### src/rtl/quad_pkg.sv
// Shared quadrature definitions: FSM states, phase-to-signal table, period floor.
package quad_pkg;

    typedef enum logic {
        IDLE = 1'b0,
        RUN  = 1'b1
    } state_t;

    localparam int unsigned MIN_PERIOD = 2;

    // Phase index -> {A,B}: 0->00, 1->10, 2->11, 3->01 (Gray sequence, one bit per step)
    localparam logic [3:0][1:0] PHASE_AB = {2'b01, 2'b11, 2'b10, 2'b00};

    function automatic logic [1:0] phase_to_ab(input logic [1:0] p);
        return PHASE_AB[p];
    endfunction

endpackage

### src/rtl/quad_phase_step.sv
// Two-bit quadrature phase register with registered A/B outputs.
module quad_phase_step
    import quad_pkg::*;
(
    input  logic clk,
    input  logic rst_n,
    input  logic step,
    input  logic dir,
    output logic sig_a,
    output logic sig_b
);

    logic [1:0] phase;
    logic [1:0] phase_nxt;

    // Forward walks the table upward, reverse walks it downward
    always_comb begin
        phase_nxt = dir ? (phase + 2'd1) : (phase - 2'd1);
    end

    // Phase advances only on a step; outputs follow from the table in the same clock
    always_ff @(posedge clk or negedge rst_n) begin
        if (!rst_n) begin
            phase <= 2'd0;
            sig_a <= 1'b0;
            sig_b <= 1'b0;
        end else if (step) begin
            phase          <= phase_nxt;
            {sig_a, sig_b} <= phase_to_ab(phase_nxt);
        end
    end

endmodule

### src/rtl/quad_enc_gen.sv
// Quadrature encoder emulator: move command -> SigA/SigB edges plus signed position.
module quad_enc_gen
    import quad_pkg::*;
#(
    parameter int unsigned PER_W      = 32,
    parameter int unsigned STEP_W     = 32,
    parameter int unsigned MIN_PERIOD = quad_pkg::MIN_PERIOD
) (
    input  logic              clk,
    input  logic              rst_n,
    input  logic              Clr,
    input  logic              cmd_valid,
    output logic              cmd_ready,
    input  logic              cmd_dir,
    input  logic [STEP_W-1:0] cmd_steps,
    input  logic [PER_W-1:0]  cmd_period,
    input  logic              abort,
    output logic              SigA,
    output logic              SigB,
    output logic              busy,
    output logic              done,
    output logic [31:0]       Pos
);

    localparam int unsigned POS_W = 32;

    state_t              state;
    logic [PER_W-1:0]    timer;
    logic [PER_W-1:0]    per;
    logic [STEP_W-1:0]   steps_left;
    logic                dir_q;
    logic [PER_W-1:0]    per_clamped;
    logic                timer_hit;
    logic                edge_due;

    // Requested period floored to the smallest honoured value
    always_comb begin
        per_clamped = (cmd_period < PER_W'(MIN_PERIOD)) ? PER_W'(MIN_PERIOD) : cmd_period;
    end

    // An edge fires when the interval expires, unless abort cancels it
    always_comb begin
        timer_hit = (state == RUN) && (timer == (per - PER_W'(1)));
        edge_due  = timer_hit && !abort;
    end

    // Move sequencer: accept, pace edges, finish or abort
    always_ff @(posedge clk or negedge rst_n) begin
        if (!rst_n) begin
            state      <= IDLE;
            timer      <= '0;
            per        <= PER_W'(MIN_PERIOD);
            steps_left <= '0;
            dir_q      <= 1'b0;
            cmd_ready  <= 1'b1;
            busy       <= 1'b0;
            done       <= 1'b0;
        end else begin
            done <= 1'b0;
            case (state)
                IDLE: begin
                    if (cmd_valid) begin
                        dir_q      <= cmd_dir;
                        per        <= per_clamped;
                        steps_left <= cmd_steps;
                        timer      <= '0;
                        if (cmd_steps == '0) begin
                            done <= 1'b1;
                        end else begin
                            state     <= RUN;
                            cmd_ready <= 1'b0;
                            busy      <= 1'b1;
                        end
                    end
                end
                RUN: begin
                    if (abort) begin
                        state     <= IDLE;
                        timer     <= '0;
                        cmd_ready <= 1'b1;
                        busy      <= 1'b0;
                    end else if (timer_hit) begin
                        timer      <= '0;
                        steps_left <= steps_left - STEP_W'(1);
                        if (steps_left == STEP_W'(1)) begin
                            state     <= IDLE;
                            cmd_ready <= 1'b1;
                            busy      <= 1'b0;
                            done      <= 1'b1;
                        end
                    end else begin
                        timer <= timer + PER_W'(1);
                    end
                end
                default: begin
                    state     <= IDLE;
                    cmd_ready <= 1'b1;
                    busy      <= 1'b0;
                end
            endcase
        end
    end

    // Signed position; clear takes priority over a coincident edge
    always_ff @(posedge clk or negedge rst_n) begin
        if (!rst_n) begin
            Pos <= '0;
        end else if (!Clr) begin
            Pos <= '0;
        end else if (edge_due) begin
            Pos <= dir_q ? (Pos + POS_W'(1)) : (Pos - POS_W'(1));
        end
    end

    quad_phase_step u_phase (
        .clk   (clk),
        .rst_n (rst_n),
        .step  (edge_due),
        .dir   (dir_q),
        .sig_a (SigA),
        .sig_b (SigB)
    );

endmodule

### config.mk
export PLATFORM = sky130hd
export DESIGN_NAME = quad_enc_gen
export DESIGN_NICKNAME = d
export VERILOG_FILES = /design/src/rtl/quad_pkg.sv /design/src/rtl/quad_phase_step.sv /design/src/rtl/quad_enc_gen.sv
export SDC_FILE = /design/constraint.sdc
export NUM_CORES = 1
export LEC_CHECK = 0
export BUFFER_PORTS_ARGS = -buffer_cell sky130_fd_sc_hd__buf_4
export CAP_MARGIN = 20
export CORE_ASPECT_RATIO = 1.5
export CORE_MARGIN = 10
export CORE_UTILIZATION = 34
export DETAILED_ROUTE_END_ITERATION = 6
export GPL_TIMING_DRIVEN = 0
export PLACE_DENSITY = 0.57
export SYNTH_ARGS = -nofsm -noshare
export SYNTH_HDL_FRONTEND = slang
export SYNTH_SLANG_ARGS = --single-unit
### constraint.sdc
create_clock -name clk -period 4.7 [get_ports clk]
set_input_delay 1.41 -clock clk [delete_from_list [all_inputs] [get_ports clk]]
set_output_delay 1.41 -clock clk [all_outputs]
set_load 0.02 [all_outputs]
==> qor.csv, run 1 <==
metric,value,unit
r2r startpoint,per[2]$_DFFE_PN0P_,
I/O pin total,107,
DR iter-0 viols,456,
leak pwr,5.07,nW
power density over the cells,348,nW/um^2
reg2reg path depth,11,
die footprint,35400,sq um
share of layout cells above drive strength 1,15.4,%
CP Max Fanout,10,
Worst Hold Endpoint,u_phase.phase[0]$_DFFE_PN0P_,
fin crit period,4.06,ns
H-tree depth reported by CTS,4,
met3 Track Usage GR,3.60,%
initial antenna violation count,1,
Post-Synthesis Cells,1105,
Routed WL,31.0,mm
endpoints failing hold,0,
Syn Nets,1210,
clock insertion delay at the later pin of the skew report,0.43,ns
worst hold stages,1,
"EDFF count, synth",0,
Via density,5.55,
most frequent cells in the layout,"nand2_1 (161), dfrtp_1 (134), buf_4 (112), nor2_1 (108), mux2i_1 (44)",
I/O Buffers,105,
Final TNS setup,0,ns
Slew @ Worst Pin,0.898,ns
Max-slew headroom,39.6,%
First-pass DRT Iterations,5,
simple-gate share of the synthesized area,27.9,%
Yosys reg bits,136,
"area leader, netlist",dfrtp_1,
Util after Layout,41.1,%
DRC,0,
largest family of logic cells by synthesized area,simple AND/OR/NAND/NOR gates,
f_max,246,MHz
number of global-route vias before repair,8890,
final setup vio count,0,
M2 GR Usage,32.7,%
Synth Area in XOR/XNOR,7.59,%
"Seq/Total Area, Yosys",35.5,%
Mapped Area,9580,sq um
setup repair after global routing missed its margin,no,
Required @ worst endpoint,5.01,ns
Synth cell types,78,
number of diodes,0,
Compound-Gate Fraction of Synth Area,15.5,%
CTS sink count,136,
synth warn,0,
MaxCap Viol Count,0,
Critical Setup Path Class,reg2reg,
status,"complete, no violations",
met1 usage,18.7,%
maximum VDD drop,0.275,mV
area delta synth->final,19.6,%
Initial Util,34.4,%
"Data arrival, critical path",4.37,ns
"most common cell after layout, fill and taps aside",nand2_1,
Top Usage Layer GRT,met2,
CTS tree,done,
Worst Setup Start Kind,flip-flop,
Post-CTS Setup Bufs,0,
WL/cell,19.5,microns
R2R Setup Slk,0.64,ns
Die X,157,microns
Fillers,2839,
Clock Tree Root,clkbuf_16,
routability cong.,0.892,
Die H,226,microns
Synth Area in Adders,4.65,%
clock slew at reported path FFs,0.06,ns
Tot GR Track Use,17.5,%
"top cells by area, synth","dfrtp_1 (35%), nand2_1 (6.3%), mux2i_1 (4.6%)",
fin crit share,86.5,%
multiplexer share of the synthesized area,5.30,%
via count,8817,
hold_sp,u_phase.phase[0]$_DFFE_PN0P_,
first-pass GRT wire length,48.8,mm
post-synth top area share,35.0,%
CP endpoint kind,flip-flop,
post-synthesis async set-or-reset flop share,100,%
cts hold-fix bufs,0,
Layout Nets,1336,
Setup Skew,0.0119,ns
largest net degree at the start of global routing,76,
Most used DFF post-synth,dfrtp_1,
reg2reg end,timer[22]$_DFFE_PN0P_,
Pins Over Slew Limit,0,
ANT nets after route,0,
Cell Rows,75,
CTS buffer count,17,
maximum clock path buffer count,2,
Core ar.,27900,sq um
DP HPWL,23.8,mm
mean post-synth cell area,8.67,sq um
worst hold path type,reg2reg,
Post-CTS Resized,0,
grt ovf,0,
==> kinds of logic (layout without fill, tap and decap cells) <==
logic type | after synthesis | count (layout)
buffers and inverters | 75 | 214
DFF | 136 | 136
and+or+nand+nor | 522 | 522
xor gates and xnor gates | 83 | 83
AOI/OAI and AO/OA | 204 | 204
adders and majority gates | 35 | 35
muxes | 50 | 50
==> worst max path at each step <==
stage                            start               endpoint  slack, ns
floorplan            dir_q$_DFFE_PN0P_    Pos[27]$_DFFE_PN0P_       1.26
global placement     dir_q$_DFFE_PN0P_    Pos[31]$_DFFE_PN0P_       0.18
detailed placement  per[2]$_DFFE_PN0P_  timer[17]$_DFFE_PN0P_       0.60
CTS                 per[2]$_DFFE_PN0P_  timer[22]$_DFFE_PN0P_       0.57
global route        per[2]$_DFFE_PN0P_  timer[16]$_DFFE_PN0P_       0.25
finish              per[2]$_DFFE_PN0P_  timer[22]$_DFFE_PN0P_       0.64
==> report_power, final <==
group          internal [mW]  total [mW]  switching, mW
clock network          0.850        1.38          0.529
registers               1.32        1.51          0.196
logic                  0.456        1.10          0.641
==> layout make-up <==
type / count / area (sq um) / share of cell area [%]
buffer: 53 / 259 / 2.26
sequential: 136 / 3410 / 29.7
multi-input combinational: 894 / 5830 / 50.9
timing repair buffer: 107 / 847 / 7.39
clock buffer: 25 / 505 / 4.41
inverter: 22 / 82.6 / 0.721
clock inverter: 7 / 90.1 / 0.786
tap: 346 / 433 / 3.78
==> critical path, stage by stage (launching register included) <==
cell       delay (ns)
dfrtp_1          0.35
clkbuf_1         0.18
nor3_1           0.76
nand4_1          0.35
nor4bb_1         0.54
nor3_1           0.08
nor4_1           0.34
nand4bb_1        0.15
clkbuf_1         0.24
a21oi_1          0.52
buf_2            0.35
nor2_1           0.08
==> metrics by stage <==
stage               cell area [sq um]  setup slack [ns]  hold WS [ns]  total power [mW]  std cells
floorplan                        9580              1.26         0.462              2.24       1105
global placement                10800             0.184         0.474              2.59       1556
detailed placement              10900             0.599         0.485              2.62       1558
CTS                             11500             0.575         0.497              4.02       1590
global route                    11500             0.247         0.504              4.21       1590
finish                          11500             0.636         0.492              3.99       1590
==> routing by layer <==
metal	vias up	wire (microns)
met4	2	864
li1	4284	-
met5	-	12
met3	51	1430
met1	4285	12100
met2	195	16600
==> synth_stat cells, drive strengths merged (7+ instances only) <==
cell and count:
nand2 161, dfrtp 134, nor2 108, mux2i 44, xnor2 43, xor2 40, a21oi 37, nor3 37
ha 34, nor4 33, clkbuf 32, nand4 32, nor2b 31, o21ai 26, nand3 23, inv 22
buf 21, nand2b 21, and3 16, a21o 13, o221a 13, a211oi 12, o22ai 12, a31oi 9
o31ai 9, or3 9, nand4b 8, a311oi 7, or2 7, or4 7
==> flip-flops by register name, indices dropped and copies added (netlist names) <==
signal and count:
done 1, dir_q 1, busy 1, timer 32, state 1, steps_left 32, cmd_ready 1, u_phase.phase 2
per 32, u_phase.sig_a 1, Pos 32
Note: power is estimated with default switching activity, not from simulation.
==> inputs of run 2 (changes only) <==
ABC_AREA = 1   (was default)
==> run 2 against run 1 <==
- the flow now finishes with violations (design-rule violations)
- largest cell class unchanged
- sequential power rose by 15%
- count of clock-buffer cells in the layout shrank 6
- cell count rose by 36%
- worst setup slack improved by 0.60 ns
- highest routed layer is now met4
- design area grew 10%
- sequential share of layout area decreased by 2.8 points
- register-to-register slack better by 0.60 ns
==> qor.csv, run 2 <==
metric,value,unit,change
multi-input logic area,6500,sq um,+11%
clock insertion delay at the later pin of the skew report,0.46,ns,+0.03 ns
Most used DFF post-synth,dfrtp_1,,
share of layout cells above drive strength 1,10.7,%,-4.7 points
number of diodes,0,,unchanged
area delta synth->final,18.4,%,
Post-Synthesis Cells,1614,,+46%
sequential cell area,3410,sq um,unchanged
cell mode on critical path,nand2_1,,
R2R Setup Slk,1.23,ns,+0.60 ns
Finished Layout Cells,2158,,+36%
slowest CP cell,o21ai_0,,
cts hold-fix bufs,0,,unchanged
DP HPWL,30.5,mm,+28%
DP Area,12000,sq um,+11%
fin crit share,73.8,%,-13 points
Pins Over Slew Limit,0,,unchanged
Max-slew headroom,33.6,%,-5.9 points
via count,11100,,+26%
worst hold stages,2,,+1
worst hold slack,0.480,ns,-0.0122 ns
final total power,5.40,mW,+36%
Worst Setup Start Kind,flip-flop,,
Post-CTS Setup Bufs,0,,unchanged
Post-CTS Resized,0,,unchanged
WL/cell,17.7,microns,-9.5%
status,"complete, but fails checks",,
most frequent cells in the layout,"nand2_1 (493), nor2_1 (171), inv_1 (138), nand3_1 (136), dfrtp_1 (134)",,
DR iter-0 viols,572,,+25%
power share of the combinational group,41.5,%,+14 points
"area leader, netlist",dfrtp_1,,
die footprint,39100,sq um,+10%
Cell Rows,79,,+5.3%
"Seq/Total Area, Yosys",31.9,%,-3.7 points
Slew @ Worst Pin,0.982,ns,+0.0845 ns
Post-Place Cells,2126,,+36%
Core ar.,31000,sq um,+11%
Int Power,3.03,mW,+16%
switching pwr,2.38,mW,+74%
setup repair after global routing missed its margin,no,,
first-pass GRT wire length,59.7,mm,+22%
Crit. path cell count,13,,+2
number of global-route vias before repair,11100,,+25%
switching part of the total,44.0,%,+9.7 points
I/O Buffers,105,,unchanged
Setup Skew,0.0187,ns,+0.00676 ns
endpoints failing hold,0,,unchanged
post-synth top area share,31.4,%,-3.6 points
worst hold path type,reg2reg,,
MaxCap Viol Count,0,,unchanged
Initial Util,34.4,%,+0.044 points
largest net degree at the start of global routing,91,,+20%
Required @ worst endpoint,5.05,ns,+0.04 ns
Final TNS setup,0,ns,unchanged
Die H,237,microns,+5.1%
CTS tree,done,,
leak pwr,6.34,nW,+25%
failing checks,design-rule violations,,
Clk network pwr share,26.5,%,-8.1 points
CTS buffer count,17,,unchanged
Critical Setup Path Class,reg2reg,,
Yosys reg bits,136,,unchanged
H-tree depth reported by CTS,4,,unchanged
Tot GR Track Use,19.6,%,+2.0 points
CP Max Fanout,7,,-3
"most common cell after layout, fill and taps aside",nand2_1,,
"EDFF count, synth",0,,unchanged
Synth cell types,44,,-44%
"top cells by area, synth","dfrtp_1 (31%), nand2_1 (17%), nand3_1 (6.4%)",,
power density over the cells,427,nW/um^2,+23%
I/O pin total,107,,unchanged
Via density,5.16,,-6.9%
clock slew at reported path FFs,0.07,ns,about the same
Synth top cells by count,"nand2_1 (493), nor2_1 (171), inv_1 (138)",,
mean post-synth cell area,6.62,sq um,-24%
Mapped Area,10700,sq um,+12%
fin crit period,3.47,ns,-0.596 ns
post-synthesis async set-or-reset flop share,100,%,unchanged
crit-path cells,inv_1 > ha_1 > nand2_1 > o21ai_0 > a21boi_0 > o21ai_0 > nand3b_1 > nand2_1 > nand2_1 > nand2_1 > inv_1 > nand4_1 > nand2_1,,
routability cong.,0.944,,+5.8%
Syn Nets,1719,,+42%
ANT nets after route,0,,unchanged
CTS sink count,136,,unchanged
design area,12600,sq um,+10%
Routed WL,38.1,mm,+23%
Crit path max-delay family,compound AO/OA/AOI/OAI gates,,
"Data arrival, critical path",3.82,ns,-0.55 ns
Fillers,3414,,+20%
f_max,288,MHz,+17%
CP max stage delay,0.60,ns,-0.16 ns
CP bufs+invs,2,,-1
maximum clock path buffer count,2,,unchanged
Layout Nets,1845,,+38%
register share of total power,32.0,%,-5.9 points
Die X,165,microns,+4.9%
synth warn,0,,unchanged
First-pass DRT Iterations,7,,+2
initial antenna violation count,0,,-1
reg2reg path depth,13,,+2
final setup vio count,0,,unchanged
most instantiated library cell after synthesis,nand2_1,,
DRC,2,,+2
Clock Tree Root,clkbuf_16,,
maximum VDD drop,0.282,mV,+2.6%
grt ovf,0,,unchanged
CP endpoint kind,flip-flop,,
[run 2: cell types whose count changed in the layout (fill, tap and decap cells not counted), moves of 44 or more]
cell     change
nand2_1    +332
inv_1      +116
o21ai_0     +49
mux2i_1     -44
nor2_1      +63
nand3_1    +113
[run 2: layout make-up]
| cell class | instances | area share [%] |
|---|---|---|
| plain buffers | 52 | 1.89 |
| inverters | 144 | 4.27 |
| multi-input cells | 1282 | 51.4 |
| well taps | 405 | 4.01 |
| repair buffers | 107 | 6.70 |
| clock inverters | 13 | 1.33 |
| clock buffers | 19 | 3.50 |
| flip-flops and latches | 136 | 26.9 |
[run 2: per-layer routing]
layer  routed length [microns]  GRT usage, %  vias to the layer above
met5                         0             0                        -
met4                      1590          9.69                        0
met3                      1500          3.33                       77
met2                     19700          34.6                      292
met1                     15300          21.9                     5186
li1                          -             -                     5585
[run 2: worst paths after layout]
kind | startpoint | to
max reg2reg | dir_q$_DFFE_PN0P_ | Pos[30]$_DFFE_PN0P_
max | dir_q$_DFFE_PN0P_ | Pos[30]$_DFFE_PN0P_
min in group asynchronous | rst_n | Pos[3]$_DFFE_PN0P_
min reg2reg | cmd_ready$_DFFE_PN1P_ | cmd_ready$_DFFE_PN1P_
min | cmd_ready$_DFFE_PN1P_ | cmd_ready$_DFFE_PN1P_
max in group asynchronous | rst_n | steps_left[31]$_DFFE_PN0P_
[run 2: power groups by stage]
stage | clock [mW] | combinational [mW] | sequential, mW
floorplan | 0 | 1.64 | 1.66
detailed placement | 0 | 2.23 | 1.74
global route | 1.52 | 2.56 | 1.77
CTS | 1.47 | 2.23 | 1.73
finish | 1.43 | 2.24 | 1.73
global placement | 0 | 2.18 | 1.74
[run 2: per-stage QoR]
stage | worst slack, ns | util [%]
after CTS | 1.22 | 40.8
after detailed placement | 1.21 | 38.8
after global routing | 1.03 | 40.8
after global placement | 0.602 | 38.6
after floorplan | 1.92 | -
final | 1.23 | 40.8
[run 2: cells by family after synthesis]
| family | Yosys count | share of synthesized area [%] |
|---|---|---|
| buffers and inverters | 196 | 7.30 |
| adder cells (fa/ha/maj) | 35 | 4.17 |
| AO/OA/AOI/OAI | 185 | 9.35 |
| XOR/XNOR | 93 | 7.62 |
| AND/OR/NAND/NOR | 969 | 39.7 |
| flip-flops | 136 | 31.9 |
[run 2: worst register-to-register path: cells and delay by family, from the launching register on]
family	cells	cell delay, ns
AOI/OAI and AO/OA	3	1.57
adders and majority gates	1	0.44
buffers and inverters	2	0.28
DFF	1	0.48
and+or+nand+nor	7	0.60
==> inputs of run 3 (changes only) <==
PLACE_DENSITY = 0.59   (was 0.57)
clock period = 3.05 ns   (was 4.7 ns; I/O delays follow)
==> run 3 against run 2 <==
- the flow still finishes with violations (design-rule violations)
- worst setup slack lost 1.1 ns
- clock skew shrank 0.0072 ns
- sequential power grew 54%
- critical path depth grew 3
- via count grew 0.38%
- first-iteration DRC count shrank 7.2%
- global-route usage shrank 0.32 points
- wire length shrank 1.4%
- critical endpoint is now cmd_ready$_DFFE_PN1P_
- highest routed layer unchanged
==> qor.csv, run 3 (synthesized netlist as in run 2, its figures left out) <==
metric,value,unit,change
share of layout cells above drive strength 1,11.8,%,+1.2 points
DRC,4,,+2
CP Max Fanout,10,,+3
setup ws final,0.167,ns,-1.06 ns
cts hold-fix bufs,0,,unchanged
status,"complete, but fails checks",,
Pins Over Slew Limit,0,,unchanged
Final TNS setup,0,ns,unchanged
via count,11200,,+0.38%
routability cong.,1.00,,+6.1%
worst hold path type,in2async,,
CP endpoint kind,flip-flop,,
final setup vio count,0,,unchanged
reg2reg path depth,16,,+3
cell mode on critical path,nand2_1,,
slowest CP cell,dfstp_2,,
switching part of the total,43.9,%,-0.046 points
largest net degree at the start of global routing,85,,-6.6%
register share of total power,31.5,%,-0.5 points
clock insertion delay at the later pin of the skew report,0.46,ns,about the same
fin crit period,2.88,ns,-0.586 ns
DR iter-0 viols,531,,-7.2%
number of diodes,0,,unchanged
Fillers,3376,,-1.1%
Routed WL,37.6,mm,-1.4%
DP HPWL,29.9,mm,-2.0%
Required @ worst endpoint,3.45,ns,-1.60 ns
maximum clock path buffer count,2,,unchanged
"most common cell after layout, fill and taps aside",nand2_1,,
Critical path origin,per[1]$_DFFE_PN1P_,,
first-pass GRT wire length,59.4,mm,-0.51%
ANT nets after route,0,,unchanged
"Data arrival, critical path",3.28,ns,-0.54 ns
CTS buffer count,17,,unchanged
crit-path cells,inv_1 > ha_1 > nand2_2 > nor2_8 > nand2_2 > nand2_1 > nand2_1 > nand2_1 > nor2_1 > nand2_1 > nor2_2 > nand3_1 > nand2_2 > buf_2 > nand4_1 > nand2_1,,
CTS tree,done,,
Clock Tree Root,clkbuf_16,,
H-tree depth reported by CTS,4,,unchanged
Via density,5.15,,-0.18%
Clk network pwr share,26.8,%,+0.3 points
CTS sink count,136,,unchanged
Int Power,4.76,mW,+57%
DP Area,12000,sq um,-0.23%
maximum VDD drop,0.429,mV,+52%
Setup Skew,0.0115,ns,-0.00719 ns
number of global-route vias before repair,11300,,+1.1%
failing checks,design-rule violations,,
power density over the cells,663,nW/um^2,+55%
Die X,165,microns,unchanged
Worst Setup Start Kind,flip-flop,,
I/O pin total,107,,unchanged
I/O Buffers,105,,unchanged
endpoints failing hold,0,,unchanged
multi-input logic area,6520,sq um,+0.31%
r2r startpoint,per[1]$_DFFE_PN1P_,,
design area,12800,sq um,+1.1%
most frequent cells in the layout,"nand2_1 (492), nor2_1 (168), inv_1 (137), nand3_1 (136), dfrtp_1 (133)",,
leak pwr,6.42,nW,+1.2%
Core ar.,31000,sq um,unchanged
switching pwr,3.72,mW,+57%
grt ovf,0,,unchanged
fin crit share,94.5,%,+21 points
setup repair after global routing missed its margin,no,,
Die H,237,microns,unchanged
Critical Setup Path Class,reg2reg,,
Slew @ Worst Pin,0.882,ns,-0.100 ns
power share of the combinational group,41.7,%,+0.2 points
Layout Nets,1857,,+0.65%
reg2reg end,cmd_ready$_DFFE_PN1P_,,
MaxCap Viol Count,0,,unchanged
First-pass DRT Iterations,7,,unchanged
Place WS,-0.865,ns,-2.08 ns
Max-slew headroom,40.4,%,+6.8 points
Tot GR Track Use,19.2,%,-0.32 points
Cell Rows,79,,unchanged
f_max,347,MHz,+20%
WL/cell,17.3,microns,-1.9%
CP max stage delay,0.54,ns,-0.06 ns
Initial Util,34.4,%,unchanged
clock slew at reported path FFs,0.07,ns,about the same
area delta synth->final,19.7,%,
R2R Setup Slk,0.17,ns,-1.06 ns
initial antenna violation count,0,,unchanged
sequential cell area,3410,sq um,about the same
final total power,8.48,mW,+57%
die footprint,39100,sq um,unchanged
## run 3: cell count changes in the layout (fill, tap and decap cells not counted), moves of 2 or more
cell      delta
o21ai_0      -4
clkbuf_2     +2
buf_4       +10
nor2_2       +3
clkinv_2     -2
inv_6        +2
clkbuf_1     -4
buf_12       +2
o21ai_1      +4
nor2_1       -3
## run 3: worst max-delay path by stage
stage,endpoint,slack [ns],depth (start not counted)
after global placement,Pos[30]$_DFFE_PN0P_,-0.85,13
after CTS,Pos[25]$_DFFE_PN0P_,0.006,19
final,cmd_ready$_DFFE_PN1P_,0.17,16
after global routing,cmd_ready$_DFFE_PN1P_,0.05,16
after detailed placement,Pos[30]$_DFFE_PN0P_,-0.87,13
after floorplan,Pos[18]$_DFFE_PN0P_,0.27,10
## run 3: metrics by stage
stage | hold WS, ns | utilization [%] | cells
6_report | 0.429 | 41.2 | 2170
5_1_grt | 0.473 | 41.2 | 2170
4_1_cts | 0.433 | 41.0 | 2164
3_5_place_dp | 0.455 | 38.7 | 2125
3_3_place_gp | 0.457 | 38.6 | 2124
2_1_floorplan | 0.461 | - | 1614
## run 3: cell type report
type / count / area share (%)
tap: 405 / 3.96
clock buffer: 19 / 3.54
timing repair inverter: 1 / 0.0587
clock inverter: 13 / 1.40
multi-input combinational: 1282 / 51.0
sequential: 136 / 26.6
buffer: 52 / 1.89
inverter: 144 / 4.25
timing repair buffer: 118 / 7.31
## run 3: critical path: cells and delay by family (launching register included)
family                     cells  cell delay, ns
and+or+nand+nor               13            1.71
DFF                            1            0.54
buffers and inverters          2            0.36
adders and majority gates      1            0.21
## run 3: power groups by stage
stage          clock (mW)  combinational (mW)  sequential [mW]
3_5_place_dp            0                3.38             2.69
3_3_place_gp            0                3.34             2.68
4_1_cts              2.32                3.47             2.67
5_1_grt              2.38                4.00             2.73
6_report             2.27                3.54             2.67
2_1_floorplan           0                2.52             2.56
## run 3: metal layers
metal / GRT usage [%] / wire [microns]
met5: 0 / 0
met4: 9.26 / 1540
met3: 3.14 / 1540
met2: 34.8 / 19500
met1: 21.1 / 15000
## run 3: what timing repair did
action | in CTS | in global routing
cloned | 1 | 0
pin swaps | 0 | 1
gates resized for setup | 9 | 9
endpoints found under the setup margin | 28 | 97
setup buffers | 6 | 6
